<file path="src/rtl/arb_req_pkg.sv">
// Shared types and defaults for the arbiter requester agent.
package arb_req_pkg;

  localparam int unsigned DEF_LEN_W   = 4;
  localparam int unsigned DEF_TIMEOUT = 16;
  localparam int unsigned DEF_CNT_W   = 8;

  // Legacy state encodings, kept so existing decoders of the state bits still match.
  localparam logic [1:0] ST_IDLE = 2'd0;
  localparam logic [1:0] ST_WAIT = 2'd1;
  localparam logic [1:0] ST_XFER = 2'd2;

  typedef enum logic [1:0] {
    S_IDLE = ST_IDLE,
    S_WAIT = ST_WAIT,
    S_XFER = ST_XFER
  } state_e;

  // Increment v, holding at the all-ones value of a w-bit counter.
  function automatic logic [31:0] sat_inc(input logic [31:0] v, input int unsigned w);
    logic [31:0] lim;
    lim = (w >= 32) ? '1 : ((32'd1 << w) - 32'd1);
    return (v >= lim) ? lim : v + 32'd1;
  endfunction

endpackage

</file>
<file path="src/rtl/arb_req_wdog.sv">
// Grant-starvation watchdog: counts consecutive stalled cycles and flags
// expiry on the TIMEOUT-th one.
module arb_req_wdog #(
  parameter int unsigned TIMEOUT = 16
) (
  input  logic clk,
  input  logic rst,
  input  logic clear,
  input  logic stall,
  output logic expire
);

  localparam int unsigned CW = (TIMEOUT > 2) ? $clog2(TIMEOUT) : 1;

  logic [CW-1:0] cnt;

  assign expire = stall && (cnt == CW'(TIMEOUT - 1));

  // Stall counter; expiry restarts it since the owner returns to idle.
  always_ff @(posedge clk) begin
    if (rst || clear || expire) begin
      cnt <= '0;
    end else if (stall) begin
      cnt <= cnt + CW'(1);
    end
  end

endmodule

</file>
<file path="src/rtl/arb_requester.sv">
// Client-side agent for one lane of the fixed-priority 4-way arbiter.
// Accepts an N-beat job, holds req until N granted beats are taken,
// survives preemption and aborts on grant starvation.
// Optional: define ARB_REQUESTER_STATS_EN to add preempt_cnt / wait_max.
module arb_requester
  import arb_req_pkg::*;
#(
  parameter int unsigned LEN_W   = DEF_LEN_W,
  parameter int unsigned TIMEOUT = DEF_TIMEOUT
`ifdef ARB_REQUESTER_STATS_EN
  ,
  parameter int unsigned CNT_W   = DEF_CNT_W
`endif
) (
  input  logic             c,
  input  logic             r,
  input  logic             job_valid,
  input  logic [LEN_W-1:0] job_len,
  output logic             job_ready,
  output logic             req,
  input  logic             gnt,
  output logic             beat,
  output logic             done,
  output logic             abort,
  output logic             busy
`ifdef ARB_REQUESTER_STATS_EN
  ,
  output logic [CNT_W-1:0] preempt_cnt,
  output logic [CNT_W-1:0] wait_max
`endif
);

  state_e           state;
  logic             req_q;
  logic             done_q;
  logic             abort_q;
  logic [LEN_W-1:0] remaining;
  logic             active;
  logic             accept;
  logic             beat_int;
  logic             stall;
  logic             expire;

  assign active   = (state != S_IDLE);
  assign accept   = (state == S_IDLE) && job_valid;
  // A registered grant trailing a dropped req lands in IDLE and is ignored.
  assign beat_int = gnt && req_q && active;
  assign stall    = active && !gnt;

  // Outputs are forced quiet while reset is held, before the registers clear.
  assign job_ready = (state == S_IDLE) || r;
  assign req       = req_q && !r;
  assign beat      = beat_int && !r;
  assign done      = done_q && !r;
  assign abort     = abort_q && !r;
  assign busy      = active && !r;

  arb_req_wdog #(
    .TIMEOUT(TIMEOUT)
  ) u_wdog (
    .clk   (c),
    .rst   (r),
    .clear (accept || beat_int),
    .stall (stall),
    .expire(expire)
  );

  // Job FSM: accept, count granted beats, finish or abort.
  always_ff @(posedge c) begin
    if (r) begin
      state     <= S_IDLE;
      req_q     <= 1'b0;
      done_q    <= 1'b0;
      abort_q   <= 1'b0;
      remaining <= '0;
    end else begin
      done_q  <= 1'b0;
      abort_q <= 1'b0;
      case (state)
        S_IDLE: begin
          if (job_valid) begin
            remaining <= (job_len == '0) ? LEN_W'(1) : job_len;
            req_q     <= 1'b1;
            state     <= S_WAIT;
          end
        end
        S_WAIT, S_XFER: begin
          // A beat takes precedence over expiry; expire needs gnt=0 anyway.
          if (beat_int) begin
            remaining <= remaining - LEN_W'(1);
            if (remaining == LEN_W'(1)) begin
              req_q  <= 1'b0;
              done_q <= 1'b1;
              state  <= S_IDLE;
            end else begin
              state <= S_XFER;
            end
          end else if (expire) begin
            req_q     <= 1'b0;
            abort_q   <= 1'b1;
            remaining <= '0;
            state     <= S_IDLE;
          end
        end
        default: begin
          req_q <= 1'b0;
          state <= S_IDLE;
        end
      endcase
    end
  end

`ifdef ARB_REQUESTER_STATS_EN
  logic             gnt_q;
  logic [CNT_W-1:0] preempt_q;
  logic [CNT_W-1:0] wait_q;
  logic [CNT_W-1:0] wait_cnt;

  // Count grant losses during a burst and track worst accept-to-first-beat latency.
  always_ff @(posedge c) begin
    if (r) begin
      gnt_q     <= 1'b0;
      preempt_q <= '0;
      wait_q    <= '0;
      wait_cnt  <= '0;
    end else begin
      gnt_q <= gnt;
      if ((state == S_XFER) && gnt_q && !gnt) begin
        preempt_q <= CNT_W'(sat_inc(32'(preempt_q), CNT_W));
      end
      if (accept) begin
        wait_cnt <= CNT_W'(1);
      end else if (state == S_WAIT) begin
        if (beat_int) begin
          if (wait_cnt > wait_q) begin
            wait_q <= wait_cnt;
          end
        end else begin
          wait_cnt <= CNT_W'(sat_inc(32'(wait_cnt), CNT_W));
        end
      end
    end
  end

  assign preempt_cnt = r ? '0 : preempt_q;
  assign wait_max    = r ? '0 : wait_q;
`endif

endmodule

</file>
<file path="config.mk">
export PLATFORM = sky130hd
export DESIGN_NAME = arb_requester
export DESIGN_NICKNAME = d
export VERILOG_FILES = /design/src/rtl/arb_req_pkg.sv /design/src/rtl/arb_req_wdog.sv /design/src/rtl/arb_requester.sv
export SDC_FILE = /design/constraint.sdc
export NUM_CORES = 1
export LEC_CHECK = 0
export ABC_AREA = 0
export ABC_CLOCK_PERIOD_IN_PS = 2200
export CAP_MARGIN = 15
export CORE_MARGIN = 1
export CORE_UTILIZATION = 45
export DETAILED_ROUTE_END_ITERATION = 10
export PLACE_DENSITY = 0.7
export SYNTH_ARGS = -nofsm -noshare
export SYNTH_HDL_FRONTEND = slang
export SYNTH_HIERARCHICAL = 1
export SYNTH_SLANG_ARGS = --single-unit
</file>
<file path="constraint.sdc">
create_clock -name c -period 2.2 [get_ports c]
set_input_delay 0.44 -clock c [delete_from_list [all_inputs] [get_ports c]]
set_output_delay 0.44 -clock c [all_outputs]
set_load 0.01 [all_outputs]
</file>
==> results of run 1 <==
==> layer usage <==
metal  global-route usage (%)  part of all wire, %
met4                     10.3                  1.9
met3                     5.42                  4.3
met1                     24.3                   51
met2                     28.7                   43
met5                        0                    0
==> power breakdown <==
group	internal (uW)	leakage, uW	switching (uW)
registers	248	0.000107	14.7
logic	72.0	0.000294	72.0
clock network	70.4	0.0000150	82.7
total	391	0.000416	169
==> critical path: stages <==
cell and delay [ns]:
clkdlybuf4s50_1 0.41, buf_4 0.19, nor2b_1 0.12, clkdlybuf4s50_1 0.54
==> state kept, by name, indices dropped and copies added (netlist names) <==
register / cells
remaining: 4
u_wdog/cnt: 4
state: 2
abort_q: 1
done_q: 1
req_q: 1
==> synth_stat cells <==
| master | number | area share [%] |
|---|---|---|
| a211oi_1 | 1 | 0.95 |
| a211oi_2 | 1 | 1.6 |
| a21boi_0 | 1 | 0.95 |
| a21oi_1 | 6 | 3.8 |
| a31oi_1 | 1 | 0.79 |
| and2b_1 | 1 | 0.95 |
| and4_4 | 1 | 1.4 |
| buf_1 | 1 | 0.47 |
| buf_4 | 2 | 1.9 |
| dfxtp_1 | 13 | 33 |
| ha_1 | 5 | 7.9 |
| inv_1 | 6 | 2.8 |
| mux2i_1 | 2 | 2.5 |
| nand2_1 | 5 | 2.4 |
| nand2b_1 | 2 | 1.6 |
| nand3_1 | 1 | 0.63 |
| nand4_1 | 1 | 0.79 |
| nand4b_4 | 1 | 3.0 |
| nor2_1 | 11 | 5.2 |
| nor2b_1 | 4 | 3.2 |
| nor3_1 | 7 | 4.4 |
| nor3b_1 | 3 | 2.8 |
| o21ai_0 | 6 | 3.8 |
| o221a_2 | 1 | 1.4 |
| o22a_1 | 1 | 1.1 |
| o22ai_1 | 1 | 0.79 |
| o22ai_4 | 1 | 2.5 |
| or2_2 | 1 | 0.79 |
| or3_1 | 1 | 0.79 |
| or3_4 | 1 | 1.4 |
| or4_1 | 1 | 0.95 |
| xnor2_1 | 1 | 1.1 |
| xor2_1 | 2 | 2.2 |
==> cell type report <==
cell class / instances / share of cell area [%]
repair buffers: 18 / 17.0
flip-flops and latches: 13 / 26.6
inverters: 6 / 2.28
multi-input cells: 71 / 49.5
clock buffers: 4 / 2.66
well taps: 16 / 2.03
==> worst max-delay path by stage <==
stage                     slack, ns     start            to
after floorplan                0.13  state[0]  remaining[2]
after global placement        -0.02         r          beat
after detailed placement      -0.05         r          beat
after CTS                      0.03         r           req
after global routing          0.004  state[0]     job_ready
final                          0.05         r           req
==> metrics by stage <==
step	TNS [ns]	power, uW	setup slack, ns	utilization [%]	area, sq um
floorplan	0	363	0.129	-	791
global placement	-0.0196	411	-0.0196	60.9	960
detailed placement	-0.0519	410	-0.0519	60.9	960
CTS	0	562	0.0331	62.5	986
global route	0	591	0.00412	62.7	988
finish	0	560	0.0462	62.7	988
==> cell families (layout without fill, tap and decap cells) <==
group,count (synthesis),after routing,synth area share (%)
buffers and inverters,9,28,5.22
muxes,2,2,2.53
AOI/OAI and AO/OA,20,20,17.7
DFF,13,13,32.9
and+or+nand+nor,41,41,30.4
adders and majority gates,5,5,7.91
xor gates and xnor gates,3,3,3.32
==> timing repair <==
| item | CTS | global route |
|---|---|---|
| resized for setup | 4 | 1 |
| pin swaps | 0 | 0 |
| endpoints found under the setup margin | 2 | 1 |
==> results_dict.tcl, run 1 <==
set metrics [dict create \
    design.core.area_sq_um 1580 \
    grt_pass1_vias 636 \
    fill_cells 143 \
    holdPathStages 2 \
    place_inst 124 \
    finalSetupViolCount 0 \
    place_congestion 0.789 \
    relSlewSlack_pct 75.7 \
    tightest_slew_ns 0.365 \
    period_minus_slack_ns 2.15 \
    hpwlAfterDp_um 1190 \
    hold_ws_ns 0.490 \
    antenna_found_initial 0 \
    cp-end-kind "primary output" \
    worstHoldStart "state[1]" \
    wire_per_inst_um 12.6 \
    cts_root_buf "clkbuf_4" \
    vias 697 \
    track_usage_pct 19.0 \
    antennaDiodeCount 0 \
    maxCapViolations 0 \
    violations "DRC" \
    r2r_slack_ns 0.36 \
    chipWidth_um 43.9 \
    clk_pin_slew_ns 0.09 \
    ys_seq_area_share_pct 32.9 \
    power_density_nw_per_um2 566 \
    worstSetupPathType "input pin to primary output" \
    outcome "finished with violations" \
    startpoint_type "input pin" \
    rows 14 \
    die_area_sq_um 1930 \
    arrival_ns 1.71 \
    grt_setup_unrepaired "false" \
    yosysWarnings 6 \
    synth_cells 93 \
    hold_end "state[1]" \
    start_util_pct 50.2 \
    ctsHtreeMaxLevel 1 \
    hold_violations 0 \
    r2r-end "remaining[3]" \
    ir_drop_mv 0.355 \
    grt_pass1_wl_um 2660 \
    io_buffer_count 13 \
    drt_first_pass_iters 9 \
    finalCritPeriodShare_pct 97.9 \
    cts_tree "built" \
    remaining_drc_errors 1 \
    nets 126 \
    wl_um 1620 \
    ant_nets 0 \
    ios 14 \
    final_max_slew_viol_count 0 \
    syn_area_per_cell_sq_um 8.50 \
    max_freq_mhz 464 \
    via_per_inst 5.45 \
    register_area_sq_um 263 \
    leakage_uw 0.000416 \
    worstRegToRegCells 8 \
    clk_path_buf_depth 2 \
    clk_latency_ns 0.28 \
    final_cell_mix "nor2_1 (11), dfxtp_1 (11), clkdlybuf4s50_1 (10)" \
    cts_made_buffers 3 \
    drtIter0Drc 18 \
    hold_path_class "flop to flop" \
    cp_max_fo 14 \
    syn_to_final_growth_pct 25.0 \
    finalClockSkew_ns 0.00642 \
    cts_sinks 13 \
    multi_input_area_sq_um 489 \
    post-cts-setup-buffers 0 \
    required_ns 1.76 \
    synth_area_sq_um 791 \
    hold_buffers 0 \
    grt.overflow.total 0 \
    rr_startpoint "state[0]" \
    dieHeight_um 43.9 \
    synth_nets 106 \
    ys_seq_elements 13 \
    ys_types 33 \
    grt_max_degree 15 \
    stdcell_count 128 \
    drive_gt1_share_pct 15.2 \
]
(Power assumes the default switching activity.)
==> run 2, diff against run 1 <==
--- a/config.mk
+++ b/config.mk
@@ -6,7 +6,6 @@
 export NUM_CORES = 1
 export LEC_CHECK = 0
 export ABC_AREA = 0
-export ABC_CLOCK_PERIOD_IN_PS = 2200
 export CAP_MARGIN = 15
 export CORE_MARGIN = 1
 export CORE_UTILIZATION = 45
==> results of run 2 <==
Same layout as run 1: the final DEF is identical, and so are final timing and power.
==> run 3, diff against run 2 <==
--- a/config.mk
+++ b/config.mk
@@ -8,9 +8,9 @@
 export ABC_AREA = 0
 export CAP_MARGIN = 15
 export CORE_MARGIN = 1
-export CORE_UTILIZATION = 45
+export CORE_UTILIZATION = 50
 export DETAILED_ROUTE_END_ITERATION = 10
-export PLACE_DENSITY = 0.7
+export PLACE_DENSITY = 0.76
 export SYNTH_ARGS = -nofsm -noshare
 export SYNTH_HDL_FRONTEND = slang
 export SYNTH_HIERARCHICAL = 1
==> run 3 against run 2 <==
Against the previous run: the flow now finishes without violations; combinational power about the same; global-route usage up 4.1 points; clock-buffer cell count down 1; utilization up 9.2 points; hold slack better by 0.016 ns; largest cell class unchanged.
==> results_dict.tcl, run 3 (synthesis gave the netlist of run 1 again) <==
set metrics [dict create \
    rows 13 \
    finalPower_uw 562 \
    critPathBufInv 2 \
    clk_pin_slew_ns 0.09 \
    grt_pass1_wl_um 3050 \
    maxCapViolations 0 \
    nets 126 \
    period_minus_slack_ns 2.05 \
    outcome "finished, final reports clean" \
    arrival_ns 2.21 \
    fill_cells 125 \
    crit_path_cell_trace "inv_1, ha_1, buf_4, nor2_1, and4_4, and2b_1, o22a_1, o21ai_0, a21oi_1" \
    cpMaxStageDelayCell "dfxtp_1" \
    finalSetupViolCount 0 \
    worstRegToRegCells 9 \
    design.core.area_sq_um 1380 \
    cpLargestDelayFamily "simple AND/OR/NAND/NOR gates" \
    via_per_inst 5.60 \
    remaining_drc_errors 0 \
    ir_drop_mv 0.349 \
    hold_path_class "flop to flop" \
    worstSetupPathType "flop to flop" \
    syn_to_final_growth_pct 25.6 \
    hold_end "remaining[3]" \
    hpwlAfterDp_um 1290 \
    cp-end-kind "flop" \
    ctsHtreeMaxLevel 1 \
    die_area_sq_um 1740 \
    startpoint_type "flop" \
    antenna_found_initial 0 \
    final_max_slew_viol_count 0 \
    drive_gt1_share_pct 14.3 \
    top_regs "remaining (4), u_wdog/cnt (4), state (2)" \
    relSlewSlack_pct 75.6 \
    track_usage_pct 23.1 \
    cts_tree "built" \
    antennaDiodeCount 0 \
    grt.overflow.total 0 \
    cts_sinks 13 \
    finalCritPeriodShare_pct 93.0 \
    power_density_nw_per_um2 566 \
    drt_first_pass_iters 4 \
    ant_nets 0 \
    tightest_slew_ns 0.365 \
    wl_um 1710 \
    worstHoldStart "remaining[3]" \
    r2r_slack_ns 0.15 \
    place_congestion 0.769 \
    required_ns 2.37 \
    clk_path_buf_depth 2 \
    io_buffer_count 13 \
    r2r-end "remaining[2]" \
    cts_made_buffers 3 \
    vias 711 \
    final_cell_mix "dfxtp_1 (13), nor2_1 (11), nor3_1 (7), clkdlybuf4s50_1 (7)" \
    fin_util_pct 71.9 \
    drtIter0Drc 9 \
    finalClockSkew_ns 0.0131 \
    cp_max_fo 11 \
    dieHeight_um 41.8 \
    wire_per_inst_um 13.4 \
    cts_root_buf "clkbuf_4" \
    chipWidth_um 41.8 \
    grt_setup_unrepaired "false" \
    grt_pass1_vias 676 \
    start_util_pct 57.2 \
    max_stage_delay_ns 0.36 \
    holdPathStages 2 \
    clk_latency_ns 0.29 \
    layout_commonest_cell "dfxtp_1" \
    rr_startpoint "state[0]" \
    ios 14 \
    hold_violations 0 \
    grt_max_degree 15 \
    leakage_uw 0.000455 \
    max_freq_mhz 489 \
]
[run 3: changes by cell type in the layout (fill, tap and decap cells not counted)]
cell	previous run	this run
clkdlybuf4s50_1	10	7
dlymetal6s2s_1	1	4
dfxtp_1	11	13
dfxtp_2	2	0
clkbuf_1	1	0
clkinv_2	0	1
[run 3: how the worst max path moves through the flow]
stage                        start            to  slack [ns]  cells past startpoint
after floorplan           state[0]  remaining[2]        0.13                      9
after global placement           r          beat       -0.04                      4
after detailed placement         r          beat       -0.04                      4
after CTS                        r           req        0.01                      4
after global routing      state[0]  remaining[1]        0.05                      9
final                     state[0]  remaining[2]        0.15                      9
[run 3: timing repair]
action / CTS / global route
hold endpoints to repair: 0 / 0
setup buffers: 0 / 0
hold buffers: 0 / 0
setup endpoints to repair: 2 / 4
resized for setup: 2 / 4
[run 3: area by class of cell]
class                           count  area (sq um)  share of cell area, %
Sequential cell                    13           260                   26.2
Clock inverter                      1          5.00                  0.504
Tap cell                           15          18.8                   1.89
Timing Repair Buffer               18           175                   17.6
Inverter                            6          22.5                   2.27
Multi-Input combinational cell     71           489                   49.2
Clock buffer                        3          22.5                   2.27
[run 3: power breakdown]
part / switching [uW] / internal [uW] / leakage (uW)
registers: 15.5 / 248 / 0.000106
logic: 71.8 / 71.8 / 0.000331
clock network: 87.8 / 67.6 / 0.0000177
total: 175 / 387 / 0.000455
[run 3: through the flow]
stage	hold slack, ns	worst slack (ns)	cells	area [sq um]	TNS (ns)
floorplan	0.461	0.129	93	791	0
CTS	0.496	0.0110	127	983	0
global placement	0.479	-0.0373	123	958	-0.0373
global route	0.551	0.0548	127	993	0
finish	0.506	0.155	127	993	0
detailed placement	0.485	-0.0404	123	958	-0.0404
[run 3: worst reg2reg max path, delay by kind of cell, from the launching register on]
family	cells	cell delay [ns]
compound gates	3	0.50
fa+ha+maj	1	0.21
buf+inv	2	0.22
flops	1	0.36
simple gates	3	0.64
[run 3: layer usage]
layer,share of wire (%),vias up,global-route usage (%)
met4,5.5,0,16.1
met1,46,316,31.2
met5,0,-,0
met3,5.6,10,6.09
met2,43,21,31.3
li1,-,364,-
